`src/rtl/bist_sequencer.sv`:
```
`timescale 1ns/1ps
// rtl/bist_sequencer.sv - run controller for the bus-invert encode/decode self-test datapath
module bist_sequencer #(
  parameter int N_SAMPLES  = 2000,
  parameter int PIPE_DEPTH = 4,
  parameter int CNT_W      = 11
) (
  input  logic             clk,
  input  logic             rst,
  input  logic             start,
  input  logic             abort,
  input  logic             err_en,
  input  logic             isequal,
  output logic             en_gen_data,
  output logic             en_gen_err,
  output logic             en_enc,
  output logic             en_bus,
  output logic             en_dec,
  output logic             en_trans_count,
  output logic             en_bf1,
  output logic             en_bf2,
  output logic             en_k_comp,
  output logic             done,
  output logic             busy,
  output logic [CNT_W-1:0] err_count,
  output logic [CNT_W-1:0] cmp_count,
  output logic             pass
);

  // drain counter runs 0 .. PIPE_DEPTH-1
  localparam int DRN_W = (PIPE_DEPTH > 1) ? $clog2(PIPE_DEPTH) : 1;

  localparam logic [CNT_W-1:0] CNT_MAX    = {CNT_W{1'b1}};
  localparam logic [CNT_W-1:0] SAMP_LAST  = CNT_W'(N_SAMPLES - 1);
  localparam logic [CNT_W-1:0] SAMP_TOTAL = CNT_W'(N_SAMPLES);
  localparam logic [CNT_W-1:0] SAMP_KCOMP = CNT_W'(PIPE_DEPTH);
  localparam logic [DRN_W-1:0] DRN_LAST   = DRN_W'(PIPE_DEPTH - 1);

  typedef enum logic [2:0] {
    S_IDLE,
    S_LOAD,
    S_RUN,
    S_DRAIN,
    S_DONE
  } state_e;

  state_e           state_q, state_d;
  logic [CNT_W-1:0] samp_q, samp_d;
  logic [DRN_W-1:0] drn_q, drn_d;
  logic [CNT_W-1:0] err_q, err_d;
  logic [CNT_W-1:0] cmp_q, cmp_d;
  logic             pass_q, pass_d;

  logic en_gen_data_q, en_gen_data_d;
  logic en_gen_err_q, en_gen_err_d;
  logic en_pipe_q, en_pipe_d;
  logic en_trans_q, en_trans_d;
  logic en_k_comp_q, en_k_comp_d;
  logic done_q, done_d;
  logic busy_q, busy_d;

  logic start_ok;
  logic abort_run;

  assign start_ok  = (state_q == S_IDLE) && start && !abort;
  assign abort_run = (state_q != S_IDLE) && abort;

  // next state and in-run position counters; abort overrides every transition
  always_comb begin
    state_d = state_q;
    samp_d  = samp_q;
    drn_d   = drn_q;
    unique case (state_q)
      S_IDLE: if (start_ok) state_d = S_LOAD;
      S_LOAD: begin
        state_d = S_RUN;
        samp_d  = '0;
      end
      S_RUN: begin
        if (samp_q == SAMP_LAST) begin
          state_d = S_DRAIN;
          drn_d   = '0;
        end else begin
          samp_d = samp_q + 1'b1;
        end
      end
      S_DRAIN: begin
        if (drn_q == DRN_LAST) state_d = S_DONE;
        else                   drn_d   = drn_q + 1'b1;
      end
      S_DONE:  state_d = S_IDLE;
      default: state_d = S_IDLE;
    endcase
    if (abort) state_d = S_IDLE;
  end

  // output decode of the upcoming state, so every output leaves a flop
  always_comb begin
    en_gen_data_d = (state_d == S_LOAD) || (state_d == S_RUN);
    en_gen_err_d  = (state_d == S_RUN) && err_en;
    en_pipe_d     = (state_d == S_RUN) || (state_d == S_DRAIN);
    en_trans_d    = (state_d == S_RUN);
    en_k_comp_d   = ((state_d == S_RUN) && (samp_d >= SAMP_KCOMP)) || (state_d == S_DRAIN);
    done_d        = (state_d == S_DONE);
    busy_d        = (state_d != S_IDLE);
  end

  // saturating comparison/error counters and the run verdict
  always_comb begin
    err_d  = err_q;
    cmp_d  = cmp_q;
    pass_d = pass_q;
    if (start_ok) begin
      err_d  = '0;
      cmp_d  = '0;
      pass_d = 1'b0;
    end else if (abort_run) begin
      pass_d = 1'b0;
    end else begin
      if (en_k_comp_q) begin
        if (cmp_q != CNT_MAX) cmp_d = cmp_q + 1'b1;
        if (!isequal && (err_q != CNT_MAX)) err_d = err_q + 1'b1;
      end
      if (state_q == S_DONE) pass_d = (err_q == '0) && (cmp_q == SAMP_TOTAL);
    end
  end

  // state, counters and registered outputs
  always_ff @(posedge clk or negedge rst) begin
    if (!rst) begin
      state_q       <= S_IDLE;
      samp_q        <= '0;
      drn_q         <= '0;
      err_q         <= '0;
      cmp_q         <= '0;
      pass_q        <= 1'b0;
      en_gen_data_q <= 1'b0;
      en_gen_err_q  <= 1'b0;
      en_pipe_q     <= 1'b0;
      en_trans_q    <= 1'b0;
      en_k_comp_q   <= 1'b0;
      done_q        <= 1'b0;
      busy_q        <= 1'b0;
    end else begin
      state_q       <= state_d;
      samp_q        <= samp_d;
      drn_q         <= drn_d;
      err_q         <= err_d;
      cmp_q         <= cmp_d;
      pass_q        <= pass_d;
      en_gen_data_q <= en_gen_data_d;
      en_gen_err_q  <= en_gen_err_d;
      en_pipe_q     <= en_pipe_d;
      en_trans_q    <= en_trans_d;
      en_k_comp_q   <= en_k_comp_d;
      done_q        <= done_d;
      busy_q        <= busy_d;
    end
  end

  assign en_gen_data    = en_gen_data_q;
  assign en_gen_err     = en_gen_err_q;
  assign en_enc         = en_pipe_q;
  assign en_bus         = en_pipe_q;
  assign en_dec         = en_pipe_q;
  assign en_trans_count = en_trans_q;
  assign en_bf1         = 1'b0;
  assign en_bf2         = 1'b0;
  assign en_k_comp      = en_k_comp_q;
  assign done           = done_q;
  assign busy           = busy_q;
  assign err_count      = err_q;
  assign cmp_count      = cmp_q;
  assign pass           = pass_q;

endmodule

```
`config.mk`:
```
export PLATFORM = sky130hd
export DESIGN_NAME = bist_sequencer
export DESIGN_NICKNAME = d
export VERILOG_FILES = /design/src/rtl/bist_sequencer.sv
export SDC_FILE = /design/constraint.sdc
export NUM_CORES = 1
export LEC_CHECK = 0
export BUFFER_PORTS_ARGS = -buffer_cell sky130_fd_sc_hd__clkbuf_2
export CAP_MARGIN = 20
export CORE_MARGIN = 3
export CORE_UTILIZATION = 63
export CTS_BUF_LIST = sky130_fd_sc_hd__clkbuf_8
export DETAILED_ROUTE_END_ITERATION = 6
export PLACE_DENSITY = 0.87
export SYNTH_ARGS = -nofsm -noshare
export SYNTH_HDL_FRONTEND = slang
export SYNTH_SLANG_ARGS = --single-unit
```
`constraint.sdc`:
```
create_clock -name clk -period 5.5 [get_ports clk]
set_clock_uncertainty 0.05 [all_clocks]
set_input_delay 0.55 -clock clk [delete_from_list [all_inputs] [get_ports clk]]
set_output_delay 0.55 -clock clk [all_outputs]
set_load 0.005 [all_outputs]
```
# Word-level counts from Yosys, hierarchy flattened

Cells that the tools add are included.

Register bits after elaboration: 46
Latch bits: 0
Bits in writable memories: 0
ROM bits: 0
Bits of input ports: 6
Output and inout port bits: 34
Word-level logic and storage cells: 79
Memories kept: 0

Add/subtract/negate cells: 4
$mul: 0
Divide/modulo/power cells: 0
Magnitude comparators: 1
Equal/unequal tests: 16
Shift operators: 0
Multiplexer cells: 21
Bitwise operators: 0
Reduce and logical (&&, ||, !) cells: 24

Operator list:

| kind                  | count |
|---|---|
| $mux 11               | 9 |
| $add 11x1->11 const B | 3 |
| $eq 11x11->1 const B  | 2 |
| $ne 11x11->1 const B  | 2 |
| $pmux 11 s2           | 1 |
| $eq 3x2->1 const B    | 4 |
| $mux 3                | 4 |
| $pmux 3 s4            | 1 |
| $ge 11x3->1 const B   | 1 |
| $logic_not 11->1      | 1 |
| $reduce_and 3->1      | 3 |
| $reduce_bool 3->1     | 3 |
| $reduce_bool 2->1     | 4 |
| $logic_and 1x1->1     | 7 |
| $eq 3x1->1 const B    | 2 |
| $eq 3x3->1 const B    | 2 |
| $ne 2x2->1 const B    | 3 |
| $mux 2                | 2 |
| $pmux 2 s2            | 1 |
| $logic_not 3->1       | 1 |
| $logic_or 1x1->1      | 3 |
| $mux 1                | 3 |
| $add 2x1->2 const B   | 1 |
| $eq 2x2->1 const B    | 1 |
| $logic_not 1->1       | 2 |

# Logic depth before layout (Yosys ltp)

Gate-level depths: netlist (run 1).

Depth after elaboration: 9
Gate-level depth with buffers: 7
Gate-level depth less buffers: 6

# Worst setup path before layout (run 1)

No wires, ideal clock.

Path kind: reg2reg
From: register samp_q[4]
To: register en_k_comp_q (netlist: en_k_comp)
Library setup time: 0.148 ns
Arrival: 1.913 ns
Required time: 5.302 ns
Setup slack: 3.388 ns
Cell stages (with the launch flop): 7
Cell sequence: dfrtp_1 buf_6 or3b_4 or3_4 a31o_1 a2111oi_1 a41oi_1

Word-level cells in the longest chain between the ends: 7

RTL lines:

| what                                                  | line | source |
|---|---|---|
| start, declared                                       | 48   | `logic [CNT_W-1:0] samp_q, samp_d;` |
| start signal, assigned                                | 146  | `samp_q <= samp_d;` |
| branches (longest 6 deep; another with $add 11x1->11) | n/a  |  |
| $logic_or 1x1->1 (*)                                  | 103  | `en_k_comp_d = ((state_d == S_RUN) && (samp_d >= SAMP_KCOMP)) \|\| (state_d == S_DRAIN);` |
| net en_k_comp_d                                       | 58   | `logic en_k_comp_q, en_k_comp_d;` |
| end signal, assigned                                  | 155  | `en_k_comp_q <= en_k_comp_d;` |
| end, declared                                         | 58   |  |

Mark *: on every way through the listed nets, which the timed path passes.
A chain may end at the register's enable or synchronous reset.

# Final worst setup path (run 1)

From: register state_q[0]
To: register err_q[8] (netlist: err_count[8])

Word-level cells in the longest chain between the ends: 5

RTL lines:

| what                                                             | line | source |
|---|---|---|
| start, declared                                                  | 47   | `state_e state_q, state_d;` |
| start signal, assigned                                           | 145  | `state_q <= state_d;` |
| $logic_not 3->1                                                  | 65   | `assign start_ok = (state_q == S_IDLE) && start && !abort;` |
| $logic_and 1x1->1 (2 in a row)                                   | 65   |  |
| $ne 2x2->1 (no source line) or $reduce_bool 2->1 (tied branches) | n/a  |  |
| $reduce_and 3->1 (no source line)                                | n/a  |  |
| end signal, assigned                                             | 148  | `err_q <= err_d;` |
| end, declared                                                    | 50   | `logic [CNT_W-1:0] err_q, err_d;` |

Several ways; a longest one is shown, not always the timed one.

==> results of run 1 <==
stage by stage:
| step | util (%) | cells | hold WS [ns] | setup WS [ns] | area [um^2] |
|---|---|---|---|---|---|
| 4_1_cts | 75.2 | 365 | 0.403 | 3.28 | 2900 |
| 6_report | 75.7 | 366 | 0.148 | 3.27 | 2920 |
| 2_1_floorplan | - | 289 | 0.204 | 3.39 | 2660 |
| 3_5_place_dp | 72.8 | 357 | 0.455 | 3.26 | 2810 |
| 5_1_grt | 75.7 | 366 | 0.173 | 3.06 | 2920 |
| 3_3_place_gp | 72.8 | 357 | 0.445 | 3.32 | 2810 |
cells by family after synthesis:
group	share of synthesized area (%)
fa+ha+maj	2.82
flops	43.3
other cells	0.141
simple gates	22.5
buf+inv	6.26
compound gates	20.2
mux	0.800
xor+xnor	3.95
final cells by class:
| class | count | area share [%] |
|---|---|---|
| Multi-Input combinational cell | 210 | 46.1 |
| Sequential cell | 46 | 39.5 |
| Timing Repair Buffer | 39 | 7.29 |
| Clock buffer | 6 | 2.83 |
| Tap cell | 48 | 2.06 |
| Inverter | 15 | 1.93 |
| Clock inverter | 2 | 0.300 |
metal layers:
| metal | global-route usage [%] | vias up | wire (um) |
|---|---|---|---|
| met5 | 0 | - | 0 |
| met4 | 7.72 | 0 | 97 |
| met3 | 4.69 | 12 | 496 |
| met2 | 36.6 | 102 | 2610 |
| met1 | 35.8 | 1097 | 2670 |
| li1 | - | 1112 | - |
critical path, stage by stage (launching register included):
cell      delay (ns)
dfrtp_1         0.55
nor2_1          0.35
nand3_1         0.25
a221oi_1        0.63
a21oi_1         0.14
nand2b_1        0.16
Yosys cell counts, drive strengths merged (3+ instances only):
cell     instances
ha               6
nor3             6
nor2b            5
o2111ai          4
inv             15
a41oi            3
nand2b           3
and4             4
xnor2            7
a31oi           10
or3              4
a2111oi          4
nand3           15
nand4            5
nand2           17
clkbuf           9
and2             4
nor2            28
and3             7
nor4             5
a21oi           13
o31ai            6
o21ai           16
nor4b            3
xor2             5
dfrtp           46
buf              9
report_power, final:
part / internal (mW) / total [mW] / switching [mW] / leakage [nW]
clock: 0.0996 / 0.211 / 0.111 / 0.0524
combinational: 0.0657 / 0.144 / 0.0779 / 0.668
sequential: 0.366 / 0.400 / 0.0347 / 0.631
total: 0.531 / 0.755 / 0.224 / 1.35
flip-flops by register name, summed over array words and instances (netlist names):
name / flops
cmp_count: 11
err_count: 11
samp_q: 11
state_q: 3
drn_q: 2
busy: 1
done: 1
en_bus: 1
en_gen_data: 1
en_gen_err: 1
en_k_comp: 1
en_trans_count: 1
pass: 1
cell usage in the layout (no fill, tap or decap), drive strengths merged, types with 6 or more instances in the layout:
master  instances
nor2           28
and3            7
nor3            6
o21ai          16
dfrtp          46
nand3          15
a21oi          13
ha              6
o31ai           6
nand2          17
xnor2           7
inv            16
a31oi          10
clkbuf         43
path summary, 6_finish.rpt:
| path | end | start | slack [ns] |
|---|---|---|---|
| max | err_count[8] | state_q[0] | 3.27 |
| min | samp_q[9] | rst | 0.15 |
| max reg2reg | err_count[8] | state_q[0] | 3.27 |
| min reg2reg | drn_q[1] | drn_q[1] | 0.47 |
| max in group asynchronous | samp_q[5] | rst | 4.74 |
| min in group clk | en_gen_err | err_en | 0.41 |
==> impl_metrics.yaml, run 1 <==
power:
  ir_worst_vdd_mv: 0.210
  finalPower_mw: 0.755
  leakagePower_nw: 1.35
  p_per_area_nw_per_um2: 259
clock_tree:
  clock_sinks: 46
  numCtsBuffers: 5
  cts_tree: "built"
  htree_levels: 2
  postCtsHoldBufs: 0
  cts_buffer_depth: 2
  cts_setup_buffers: 0
  clkTransAtPathRegs_ns: 0.08
  insertion_delay_ns: 0.30
  cts.repair.resized: 0
  cts_root_buf: "clkbuf_8"
die:
  die_x_um: 71.0
  row_count: 22
  chipHeight_um: 71.0
  io_pins: 40
  start_util_pct: 69.0
  core_area_um2: 3850
  die-area_um2: 5040
detailed_routing:
  wl_per_cell_um: 16.1
  drt-vias-per-instance: 6.35
  dr.pass1.iters: 5
  drt_iter0_drc: 266
  wl_mm: 5.88
  ant_nets: 0
  vias: 2323
  drc: 0
critical_path:
  critPathKind: "reg2reg"
  crit_arrival_ns: 2.38
  reg2regPathDepth: 5
  start_kind: "flop"
  worst-path-max-fanout: 16
  required_ns: 5.65
  cp-end-kind: "flop"
yosys:
  synth_seq_area_share_pct: 43.3
  synth_cells: 288
  synthDominantCellAreaShare_pct: 43.3
  ys_ff_latch: 46
  avgSynthCellArea_um2: 9.23
  async_reset_ff_share_pct: 100
  netlist-cell-type-count: 59
  synth_flop_cell: "dfrtp_1"
  synth_area_um2: 2660
  synth_area_leaders: "dfrtp_1, nor2_1, ha_1"
  synth_edf_count: 0
  synth_top_cell_by_area: "dfrtp_1"
  yosys_warnings: 0
final_layout:
  n_antenna_cell: 0
  layout-area-overhead-vs-synth_pct: 9.69
  fillers: 281
  layout-drive-gt1-share_pct: 17.3
  multi_input_area_um2: 1350
  nets: 329
  regArea_um2: 1150
worst_hold_path:
  min_path_type: "in2async"
placed_design:
  portBuffers: 37
  dp_hpwl_mm: 4.18
  gp_congestion: 0.892
timing:
  slew_headroom_pct: 50.2
  fin_crit_sh_pct: 40.5
  worst_slew_pin_slew_ns: 0.747
  drv_slew: 0
  setup_tns_ns: 0
  period_minus_slack_ns: 2.23
  setup_viol: 0
  grt_setup_unrepaired: "no"
  hold_viol_final: 0
  fmax_mhz: 449
run_status:
  status: "finished clean"
global_routing:
  grt.overflow.total: 0
  grt_pass1_wl_mm: 9.91
  gr-usage-all-layers_pct: 24.4
  antenna_found_initial: 0
  grt_max_degree: 47
  first_global_vias: 2109
job:
  maxCapViolCount: 0
No activity file was read; power rests on OpenSTA's default activity.
==> run 2: changes to the inputs <==
CORE_UTILIZATION = 53   (was 63)
PLACE_DENSITY = 0.78   (was 0.87)
clock period = 2 ns   (was 5.5 ns; I/O delays follow)
==> run 2 against run 1 <==
Against the previous run:
- sequential share of layout area fell by 4.3 points
- combinational power grew to 3.4 times the previous value
- sequential power grew to 2.7 times the previous value
- power increased to 3.0 times the previous value
- core utilization fell by 7.2 points
- routed wire length grew 6.7%
- final area increased by 12%
- worst hold slack got worse by 0.085 ns
- register-to-register slack got worse by 3.3 ns
- critical endpoint is now en_k_comp
- largest cell class unchanged
- largest power group unchanged
==> impl_metrics.yaml, run 2 (same netlist as run 1, synthesis figures left out) <==
final_layout:
  regArea_um2: 1150
  nets: 366
  fillers: 364
  mostFrequentLayoutCells: "dfrtp_1, buf_4, clkbuf_2"
  multi_input_area_um2: 1400
  n_antenna_cell: 0
  layout-drive-gt1-share_pct: 27.6
  layout-area-overhead-vs-synth_pct: 23.2
  fin_cells: 422
  layout_commonest_cell: "dfrtp_1"
  utilization_pct: 68.4
placed_design:
  dp_hpwl_mm: 4.45
  gp_congestion: 0.901
  dp.cells: 409
  portBuffers: 37
global_routing:
  first_global_vias: 2256
  grt_pass1_wl_mm: 10.7
  grt.overflow.total: 0
  gr-usage-all-layers_pct: 22.5
  antenna_found_initial: 0
  grt_max_degree: 47
clock_tree:
  htree_levels: 2
  clock_sinks: 46
  cts_buffer_depth: 2
  numCtsBuffers: 5
  cts_tree: "built"
  clkTransAtPathRegs_ns: 0.09
  cts_root_buf: "clkbuf_8"
  insertion_delay_ns: 0.30
timing:
  fmax_mhz: 504
  hold_viol_final: 0
  drv_slew: 0
  fin_crit_sh_pct: 99.3
  slew_headroom_pct: 59.2
  period_minus_slack_ns: 1.99
  setup_viol: 0
  grt_setup_unrepaired: "yes"
  worst_slew_pin_slew_ns: 0.609
die:
  core_area_um2: 4790
  die-area_um2: 5900
  row_count: 25
  io_pins: 40
  die_x_um: 76.8
  start_util_pct: 55.6
  chipHeight_um: 76.8
detailed_routing:
  vias: 2413
  drt_iter0_drc: 172
  drc: 0
  dr.pass1.iters: 4
  wl_per_cell_um: 14.9
  drt-vias-per-instance: 5.72
  wl_mm: 6.27
  ant_nets: 0
critical_path:
  start_kind: "flop"
  critPathKind: "reg2reg"
  crit_arrival_ns: 2.11
  reg2regPathDepth: 5
  required_ns: 2.12
  crit_buf_inv: 0
  cp_slowest_cell: "or3b_4"
  cp_top_family: "simple AND/OR/NAND/NOR gates"
  cp.depth: 5
  cpPeakStageDelay_ns: 0.41
  cp_cell_sequence: "or3b_4, or3_4, a31o_4, a2111oi_4, a41oi_1"
  cp-end-kind: "flop"
  worst-path-max-fanout: 4
power:
  finalPower_mw: 2.27
  leakagePower_nw: 1.55
  ir_worst_vdd_mv: 0.305
  p_per_area_nw_per_um2: 692
run_status:
  status: "finished clean"
job:
  maxCapViolCount: 0
worst_hold_path:
  worstHoldPathCells: 2
  min_path_type: "in2reg"
==> run 2: cell count changes in the layout (fill, tap and decap cells not counted), moves of 2 or more <==
cell / delta
buf_4: +37
a2111oi_0: -3
a2111oi_1: +2
a221oi_1: -2
a221oi_2: +2
==> run 2: metrics by stage <==
step	setup slack (ns)	area [um^2]	setup TNS (ns)	hold WS, ns
after floorplan	-0.0647	2670	-0.0647	-0.146
after global placement	0.0298	3080	0	0.274
after detailed placement	0.00281	3080	0	0.279
after CTS	0.0149	3200	0	0.0596
after global routing	-0.0857	3280	-0.402	0.0901
final	0.0139	3280	0	0.0636
==> run 2: worst paths after layout <==
kind                            startpoint  slack, ns         end
worst max-delay path             samp_q[4]       0.01   en_k_comp
worst min-delay path                err_en       0.06  en_gen_err
worst max register to register   samp_q[4]       0.01   en_k_comp
worst min register to register    drn_q[1]       0.50    drn_q[1]
max in group asynchronous              rst       1.01  state_q[1]
min in group asynchronous              rst       0.46   samp_q[8]
==> run 2: final cells by class <==
cell class                      count  area share, %
Clock buffer                        5           2.10
Clock inverter                      3           1.15
Inverter                           15           1.72
Multi-Input combinational cell    210           42.6
Sequential cell                    46           35.2
Tap cell                           67           2.56
Timing Repair Buffer               76           14.7
==> run 2: routing by layer <==
layer / track usage (%) / part of all wire (%) / vias to the layer above
met3: 4.69 / 4.4 / 2
met1: 32.0 / 49 / 1153
met2: 34.9 / 46 / 72
met4: 6.16 / 0.46 / 0
li1: - / - / 1186
met5: 0 / 0 / -
==> run 2: repair_timing <==
action / 4_1_cts / 5_1_grt
pin swaps: 2 / 1
buffers inserted: 0 / 4
hold endpoints to repair: 46 / 0
hold buffers: 1 / 0
setup endpoints to repair: 1 / 12
resized for setup: 0 / 11
==> run 2: power by group <==
group / leakage [nW] / switching, mW / internal [mW] / total [mW]
Clock: 0.0607 / 0.323 / 0.365 / 0.688
Sequential: 0.629 / 0.0832 / 1.01 / 1.09
Combinational: 0.862 / 0.257 / 0.233 / 0.489
Total: 1.55 / 0.663 / 1.60 / 2.27
==> run 3: changes to the inputs <==
ABC_AREA = 1   (was not set)
==> run 3 against run 2 <==
Against the previous run:
- cell count grew 5.0%
- power grew 5.4%
- sequential power grew 7%
- highest routed layer unchanged
- synthesized cell count grew 16%
- largest power group unchanged
- worst hold slack lost 0.014 ns
- clock-buffer cell count grew 1
- global-route usage shrank 2.9 points
- non-clock buffer count shrank 30
- critical path depth grew 4
- largest cell class unchanged
==> impl_metrics.yaml, run 3 <==
final_layout:
  layout_commonest_cell: "nand2_1"
  layout-area-overhead-vs-synth_pct: 14.5
  layout-drive-gt1-share_pct: 18.8
  nets: 389
  n_antenna_cell: 0
  mostFrequentLayoutCells: "nand2_1, inv_1, dfrtp_1"
yosys:
  yosysMostFrequentCell: "nand2_1"
  synth_cells: 333
  synth_common_cells: "nand2_1, inv_1, dfrtp_1"
  ys_ff_latch: 46
  async_reset_ff_share_pct: 100
  synth_compound_area_share_pct: 8.97
  netlist-cell-type-count: 36
  synth_edf_count: 0
  synth_seq_area_share_pct: 44.1
  synth_simple_gate_area_share_pct: 29.5
  synth_top_cell_by_area: "dfrtp_1"
  synth_area_leaders: "dfrtp_1, nand2_1, inv_1"
  synth_area_um2: 2610
  synth_flop_cell: "dfrtp_1"
  synthDominantCellAreaShare_pct: 44.1
  synth_xor_area_share_pct: 4.03
  avgSynthCellArea_um2: 7.83
  synth_adder_area_share_pct: 2.88
  yosys_warnings: 0
  synth_top_family_by_area: "simple AND/OR/NAND/NOR gates"
  muxShareOfSynthArea_pct: 0
global_routing:
  grtUsageMet3_pct: 2.96
  grtUsageMet2_pct: 32.0
  first_global_vias: 2140
  grt_pass1_wl_mm: 9.66
  grt_max_degree: 47
  grt.overflow.total: 0
  use_met1_pct: 28.1
  gr-usage-all-layers_pct: 19.7
  antenna_found_initial: 0
  busiest_layer: "met2"
timing:
  setup_tns_ns: 0
  worst_slew_pin_slew_ns: 0.572
  fmax_mhz: 547
  period_minus_slack_ns: 1.83
  setup_viol: 0
  grt_setup_unrepaired: "no"
  hold_viol_final: 0
  slew_headroom_pct: 61.9
  drv_slew: 0
  fin_crit_sh_pct: 91.4
clock_tree:
  clock_sinks: 46
  numCtsBuffers: 5
  htree_levels: 2
  cts_buffer_depth: 2
  cts_tree: "built"
  insertion_delay_ns: 0.29
  clkTransAtPathRegs_ns: 0.09
  cts_root_buf: "clkbuf_8"
placed_design:
  portBuffers: 37
  dp_hpwl_mm: 3.99
  gp_congestion: 0.859
power:
  ir_worst_vdd_mv: 0.512
  finalPower_mw: 2.39
  leakagePower_nw: 1.53
  p_per_area_nw_per_um2: 800
critical_path:
  cpPeakStageDelay_ns: 0.41
  crit_buf_inv: 0
  cp-end-kind: "flop"
  start_kind: "flop"
  required_ns: 2.10
  worst-path-max-fanout: 9
  cp_top_family: "simple AND/OR/NAND/NOR gates"
  path_common_cell: "nor2_1"
  cp_cell_sequence: "ha_1, nand3_1, nor2_1, nand2_1, nor2_1, o21ai_4, nand3_1, xor2_1, nor2_1"
  r2r_slack_ns: 0.17
  crit_arrival_ns: 1.93
  cp_slowest_cell: "dfrtp_1"
  critPathKind: "reg2reg"
worst_hold_path:
  min_path_type: "in2reg"
detailed_routing:
  wl_per_cell_um: 12.4
  drt_iter0_drc: 167
  wl_mm: 5.51
  dr.pass1.iters: 4
  drt-vias-per-instance: 5.04
  ant_nets: 0
  vias: 2232
  drc: 0
die:
  die-area_um2: 5800
  chipHeight_um: 76.1
  io_pins: 40
  die_x_um: 76.1
  core_area_um2: 4560
  start_util_pct: 57.1
  row_count: 24
job:
  maxCapViolCount: 0
run_status:
  status: "finished clean"
run 3: layer usage:
layer | wire length [um] | share of wire (%) | vias to the layer above
met1 | 2660 | 48 | 1024
met5 | 0 | 0 | -
li1 | - | - | 1152
met3 | 211 | 3.8 | 4
met2 | 2610 | 47 | 52
met4 | 36 | 0.65 | 0
run 3: final timing paths:
| check | start | endpoint | cells after the start |
|---|---|---|---|
| max reg2reg | cmp_count[0] | cmp_count[9] | 9 |
| min in group asynchronous | rst | samp_q[1] | 3 |
| max | cmp_count[0] | cmp_count[9] | 9 |
| max in group asynchronous | rst | err_count[7] | 3 |
| min reg2reg | drn_q[1] | drn_q[1] | 2 |
| min | err_en | en_gen_err | 3 |
run 3: final cells by class:
class / count / area, um^2
Fill cell: 408 / 1580
Clock buffer: 6 / 82.6
Sequential cell: 46 / 1150
Multi-Input combinational cell: 226 / 1210
Timing Repair Buffer: 46 / 255
Inverter: 52 / 195
Tap cell: 65 / 81.3
Clock inverter: 2 / 12.5
run 3: per-stage QoR:
stage / utilization [%] / setup slack [ns] / instances / area, um^2 / hold WS, ns
3_5_place_dp: 62.1 / 0.0369 / 430 / 2830 / 0.280
3_3_place_gp: 62.1 / 0.157 / 430 / 2830 / 0.274
6_report: 65.4 / 0.173 / 443 / 2990 / 0.0500
4_1_cts: 64.4 / 0.0176 / 439 / 2940 / 0.0424
2_1_floorplan: - / 0.299 / 334 / 2610 / -0.146
5_1_grt: 65.4 / 0.00436 / 443 / 2990 / 0.0707
run 3: worst min-delay path: stages:
cell	delay (ns)
clkbuf_2	0.08
inv_1	0.04
nor2_1	0.04
run 3: cells by family (layout without fill, tap and decap cells):
kind of cell,count (synthesis),count (layout)
other,1,2
AND/OR/NAND/NOR,167,167
buffers and inverters,62,106
adder cells (fa/ha/maj),6,6
AO/OA/AOI/OAI,39,39
XOR/XNOR,12,12
flip-flops,46,46
run 3: power breakdown:
part / internal, mW / switching [mW] / leakage (nW)
sequential: 1.04 / 0.132 / 0.628
clock: 0.278 / 0.311 / 0.0472
combinational: 0.262 / 0.366 / 0.852
run 3: timing repair:
item	4_1_cts	5_1_grt
endpoints found under the hold margin	46	0
endpoints found under the setup margin	0	14
setup buffers	0	4
gates resized for setup	0	4
hold buffers	1	0
